[src/rtl/bus_arbiter8_if.sv]
// rtl/bus_arbiter8_if.sv - request/grant bundle between bus sources and the mux8 round-robin arbiter.
interface bus_arbiter8_if;
  logic [7:0] req;
  logic [7:0] grant;
  logic [2:0] select;
  logic       busy;
  logic       owner_valid;

  modport master (output req, input grant, input select, input busy, input owner_valid);
  modport slave  (input req, output grant, output select, output busy, output owner_valid);
endinterface

[src/rtl/bus_arbiter8.sv]
// rtl/bus_arbiter8.sv - 8-way round-robin bus arbiter with one-cycle turnaround, fully registered outputs.
// Define ARB_HOLD_LIMIT_EN to force an owner off the bus after MAX_HOLD consecutive grant cycles.
module bus_arbiter8 #(
  parameter int MAX_HOLD = 16
) (
  input  logic           clk,
  input  logic           rst_n,
  bus_arbiter8_if.slave  bus
);

  typedef enum logic [1:0] {IDLE, GRANT, TURN} state_t;

  state_t     state_q, state_d;
  logic [2:0] last_owner_q, last_owner_d;
  logic [7:0] grant_q, grant_d;
  logic [2:0] select_q, select_d;
  logic       busy_q, busy_d;
  logic       owner_valid_q, owner_valid_d;

  logic       pick_found;
  logic [2:0] pick_idx;
  logic [2:0] cand;
  logic       hold_hit;

  if (MAX_HOLD < 1 || MAX_HOLD > 255) begin : g_max_hold_range
    $error("bus_arbiter8: MAX_HOLD must be within 1..255");
  end

`ifdef ARB_HOLD_LIMIT_EN
  localparam logic [7:0] HOLD_LAST = 8'(MAX_HOLD - 1);

  logic [7:0] hold_cnt_q, hold_cnt_d;

  assign hold_hit = (hold_cnt_q == HOLD_LAST);

  always_comb begin
    hold_cnt_d = hold_cnt_q;
    if (state_q != GRANT) begin
      hold_cnt_d = 8'd0;
    end else if (hold_cnt_q != 8'hFF) begin
      hold_cnt_d = hold_cnt_q + 8'd1;
    end
  end

  always_ff @(posedge clk or negedge rst_n) begin
    if (!rst_n) begin
      hold_cnt_q <= 8'd0;
    end else begin
      hold_cnt_q <= hold_cnt_d;
    end
  end
`else
  assign hold_hit = 1'b0;
`endif

  // Rotating search: start just above the previous owner so it ranks last.
  always_comb begin
    pick_found = 1'b0;
    pick_idx   = last_owner_q;
    cand       = last_owner_q;
    for (int i = 0; i < 8; i++) begin
      cand = last_owner_q + 3'(i) + 3'd1;
      if (!pick_found && bus.req[cand]) begin
        pick_found = 1'b1;
        pick_idx   = cand;
      end
    end
  end

  always_comb begin
    state_d       = state_q;
    last_owner_d  = last_owner_q;
    grant_d       = grant_q;
    select_d      = select_q;
    busy_d        = busy_q;
    owner_valid_d = 1'b0;
    case (state_q)
      IDLE: begin
        if (pick_found) begin
          state_d       = GRANT;
          grant_d       = 8'b1 << pick_idx;
          select_d      = pick_idx;
          busy_d        = 1'b1;
          owner_valid_d = 1'b1;
          last_owner_d  = pick_idx;
        end
      end
      GRANT: begin
        if (!bus.req[last_owner_q] || hold_hit) begin
          state_d = TURN;
          grant_d = 8'h00;
          busy_d  = 1'b0;
        end
      end
      TURN: begin
        // select deliberately keeps the old owner so the mux does not glitch.
        state_d = IDLE;
      end
      default: begin
        state_d = IDLE;
        grant_d = 8'h00;
        busy_d  = 1'b0;
      end
    endcase
  end

  always_ff @(posedge clk or negedge rst_n) begin
    if (!rst_n) begin
      state_q       <= IDLE;
      last_owner_q  <= 3'd7;
      grant_q       <= 8'h00;
      select_q      <= 3'd0;
      busy_q        <= 1'b0;
      owner_valid_q <= 1'b0;
    end else begin
      state_q       <= state_d;
      last_owner_q  <= last_owner_d;
      grant_q       <= grant_d;
      select_q      <= select_d;
      busy_q        <= busy_d;
      owner_valid_q <= owner_valid_d;
    end
  end

  assign bus.grant       = grant_q;
  assign bus.select      = select_q;
  assign bus.busy        = busy_q;
  assign bus.owner_valid = owner_valid_q;

endmodule
[src/flat_wrapper.sv]
// flat-port wrapper written by rule: the top's interface ports become plain ports
module bus_arbiter8_flat 
#(
  parameter int MAX_HOLD = 16
)
  (clk, rst_n, bus_req, bus_grant, bus_select, bus_busy, bus_owner_valid);
  bus_arbiter8_if bus_i ();
  input  logic clk;
  input  logic rst_n;
  input wire logic [$bits(bus_i.req)-1:0] bus_req;
  output wire logic [$bits(bus_i.grant)-1:0] bus_grant;
  output wire logic [$bits(bus_i.select)-1:0] bus_select;
  output wire logic [$bits(bus_i.busy)-1:0] bus_busy;
  output wire logic [$bits(bus_i.owner_valid)-1:0] bus_owner_valid;
  assign bus_i.req = bus_req;
  assign bus_grant = bus_i.grant;
  assign bus_select = bus_i.select;
  assign bus_busy = bus_i.busy;
  assign bus_owner_valid = bus_i.owner_valid;
  bus_arbiter8 #(.MAX_HOLD(MAX_HOLD)) u_core (.clk(clk), .rst_n(rst_n), .bus(bus_i));
endmodule
[config.mk]
export PLATFORM = sky130hd
export DESIGN_NAME = bus_arbiter8_flat
export DESIGN_NICKNAME = d
export VERILOG_FILES = /design/src/rtl/bus_arbiter8_if.sv /design/src/rtl/bus_arbiter8.sv /design/src/flat_wrapper.sv
export SDC_FILE = /design/constraint.sdc
export NUM_CORES = 1
export LEC_CHECK = 0
export CAP_MARGIN = 20
export CORE_ASPECT_RATIO = 0.9
export CORE_MARGIN = 2
export CORE_UTILIZATION = 29
export DETAILED_ROUTE_END_ITERATION = 16
export RECOVER_POWER = 25
export SYNTH_ARGS = -nofsm -noshare
export SYNTH_HDL_FRONTEND = slang
export SYNTH_SLANG_ARGS = --single-unit
[constraint.sdc]
create_clock -name clk -period 4.7 [get_ports clk]
set_input_delay 0.94 -clock clk [delete_from_list [all_inputs] [get_ports clk]]
set_output_delay 0.94 -clock clk [all_outputs]
set_load 0.05 [all_outputs]
==> results.md <==
- Outcome: completed
- Finish-stage setup viols: 0
- Post-Route Skew: 0.00132 ns
- Synth cell types: 53
- Final Worst Setup Slack: 0.987 ns
- Warnings from Yosys: 0
- Critical path type: reg2reg
- CP Capture Type: flop
- Die height: 77.3 um
- Die footprint: 0.00661 sq mm
- CTS tree: yes
- Via-to-Cell Ratio: 5.41
- Core ar.: 0.00573 sq mm
- Most frequent cells in the layout: nand2_1, clkdlybuf4s50_1, nor2_1, dfrtp_1, mux4_2
- Least-Margin Pin Slew: 0.813 ns
- Routed Antenna Nets: 0
- RSZ-0062 raised after global routing: no
- Worst path depth: 10
- Global route total overflow: 0
- Syn_area_per_cell: 9.78 sq um
- Deepest clock path buffer count: 2
- Iteration-0 DRC Markers: 98
- Antenna violations before repair: 0
- Wire length per cell: 15.2 um
- FP Rows: 26
- Pre-CTS setup slack: 0.916 ns
- Register area share after synthesis: 26.2%
- Worst Path Max Fanout: 17
- Hold crit path type: reg2reg
- Register area: 454 sq um
- CP bufs+invs: 1
- Top delay family on crit path: multiplexers
- CTS Buf Count: 3
- Synth Net Count: 190
- Post-CTS Repair Setup Buffers: 0
- Cell area after layout: 0.00205 sq mm
- IO Port Bufs: 22
- HPWL Detailed: 3100 um
- Fraction of registers with async set/reset: 100%
- Share of layout cells above drive strength 1: 19.0%
- CP endpoint: u_core.bus.grant[7]
- Routability Congestion: 0.835
- Multi-input gate area: 0.00119 sq mm
- Tcrit/Tclk final: 79.0%
- Final Hold Fails: 0
- Seq cells post-synth: 18
- Ant diodes: 0
- Post_cts resized: 0
- CTS Sinks: 18
- Initial core utilization: 30.2%
- Area growth from synthesis to layout: 18.6%
- CTS Root Cell: clkbuf_8
- Setup TNS: 0 ns
- CP Launch Point: u_core.last_owner_q[0]
- Post-synth EDFFs: 0
- Clock Latency Late Sink: 0.26 ns
- Fmax: 269 MHz
- DRC: 0
- CP Cell Sequence: inv_2, ha_1, mux2_1, mux4_2, a211oi_4, nand3_4, o221a_4, xnor2_1, nor2_1, a32o_1
- Cells on worst reg2reg path: 10
- Worst min-delay path startpoint: u_core.state_q[1]
- Cells after synthesis: 177
- Filler cells: 590
- Clock transition at the registers of the reported paths: 0.07 ns
- Drt total wl: 4030 um
- CP startpoint kind: flop
- First-pass GRT wire length: 6840 um
- Max_slew headroom: 45.6%
- Reg2Reg Setup Slack: 0.99 ns
- Reg-to-reg startpoint: u_core.last_owner_q[0]
- Vias: 1433
- Crit path time final: 3.71 ns
- Largest net degree at the start of global routing: 19
- Vias in the first global route: 1333
- Reg2reg end: u_core.bus.grant[7]
- Dpl cell area: 0.00200 sq mm
- WP data required: 4.85 ns
- Die width: 85.5 um
- WP data arrival: 3.86 ns
- Max-slew violation count: 0
- Synthesized area: 0.00173 sq mm
- Hold buffer count at cts: 0
- Worst path slowest cell: ha_1
- Leading cell type in the layout, fill and taps excluded: nand2_1
- Number of max-cap violations: 0
- TritonRoute pass-1 iters: 4
- I/O Pins: 23
- Layout Nets: 209
- Ys flop type: dfrtp_1
- Total track usage: 12.8%
- # H-tree levels: 1
- CP peak stage delay: 0.71 ns
routing by layer:
layer,up-vias,global-route usage [%],part of all wire [%]
li1,702,-,-
met1,701,20.4,54
met2,27,18.3,42
met3,3,2.91,3.6
met4,0,0.952,0.27
met5,-,0,0
sequential cells by signal, indices dropped and copies added (netlist names):
register,flops
u_core.bus.busy,1
u_core.bus.grant,8
u_core.bus.owner_valid,1
u_core.bus.select,3
u_core.last_owner_q,3
u_core.state_q,2
cells in the mapped netlist, types with 3 or more instances:
cell type  instances  share of area [%]
clkbuf_1           3               0.65
nand2_1           23                5.0
mux4_2            10                 13
buf_2              5                1.4
nor2_1            18                3.9
a32o_1             5                2.9
inv_1              4               0.87
ha_1               3                2.2
xnor2_1            4                2.0
a21oi_1            8                2.3
a2111oi_0          3                1.5
dfrtp_1           15                 22
nand2b_1           3                1.1
mux2_1             3                2.0
o21ai_0            4                1.2
mux2i_1            8                4.6
dfstp_2            3                4.6
o31ai_1            4                1.7
mux2_2             6                3.9
and2_1             5                1.8
nand3_1            3               0.87
worst min path at each step:
stage | end | slack, ns | cells past startpoint
3_3_place_gp | u_core.state_q[0] | 0.46 | 1
4_1_cts | u_core.state_q[0] | 0.47 | 1
6_report | u_core.state_q[0] | 0.47 | 1
5_1_grt | u_core.state_q[0] | 0.50 | 1
3_5_place_dp | u_core.state_q[0] | 0.46 | 1
2_1_floorplan | u_core.state_q[0] | 0.43 | 1
cell families (layout without fill, tap and decap cells):
family                     count (synthesis)  count (layout)  synth area share (%)
and+or+nand+nor                           61              61                  17.1
AOI/OAI and AO/OA                         42              42                  19.7
muxes                                     29              29                  25.1
DFF                                       18              18                  26.2
buffers and inverters                     17              35                  4.91
xor gates and xnor gates                   7               7                  4.77
adders and majority gates                  3               3                  2.17
area by class of cell:
cell class	count	share of cell area (%)
clock buffer	4	2.68
inverter	6	1.10
multi-input combinational	142	58.0
sequential	18	22.1
tap	70	4.26
timing repair buffer	25	11.8
through the flow:
stage | util (%) | hold WS, ns | cells
after detailed placement | 34.9 | 0.463 | 261
after global routing | 35.9 | 0.505 | 265
after CTS | 35.9 | 0.475 | 265
after floorplan | - | 0.431 | 177
final | 35.9 | 0.470 | 265
after global placement | 34.9 | 0.463 | 261
Power is not shown: default switching activity piles up to over one toggle a cycle in this logic, so the estimate is an artifact.
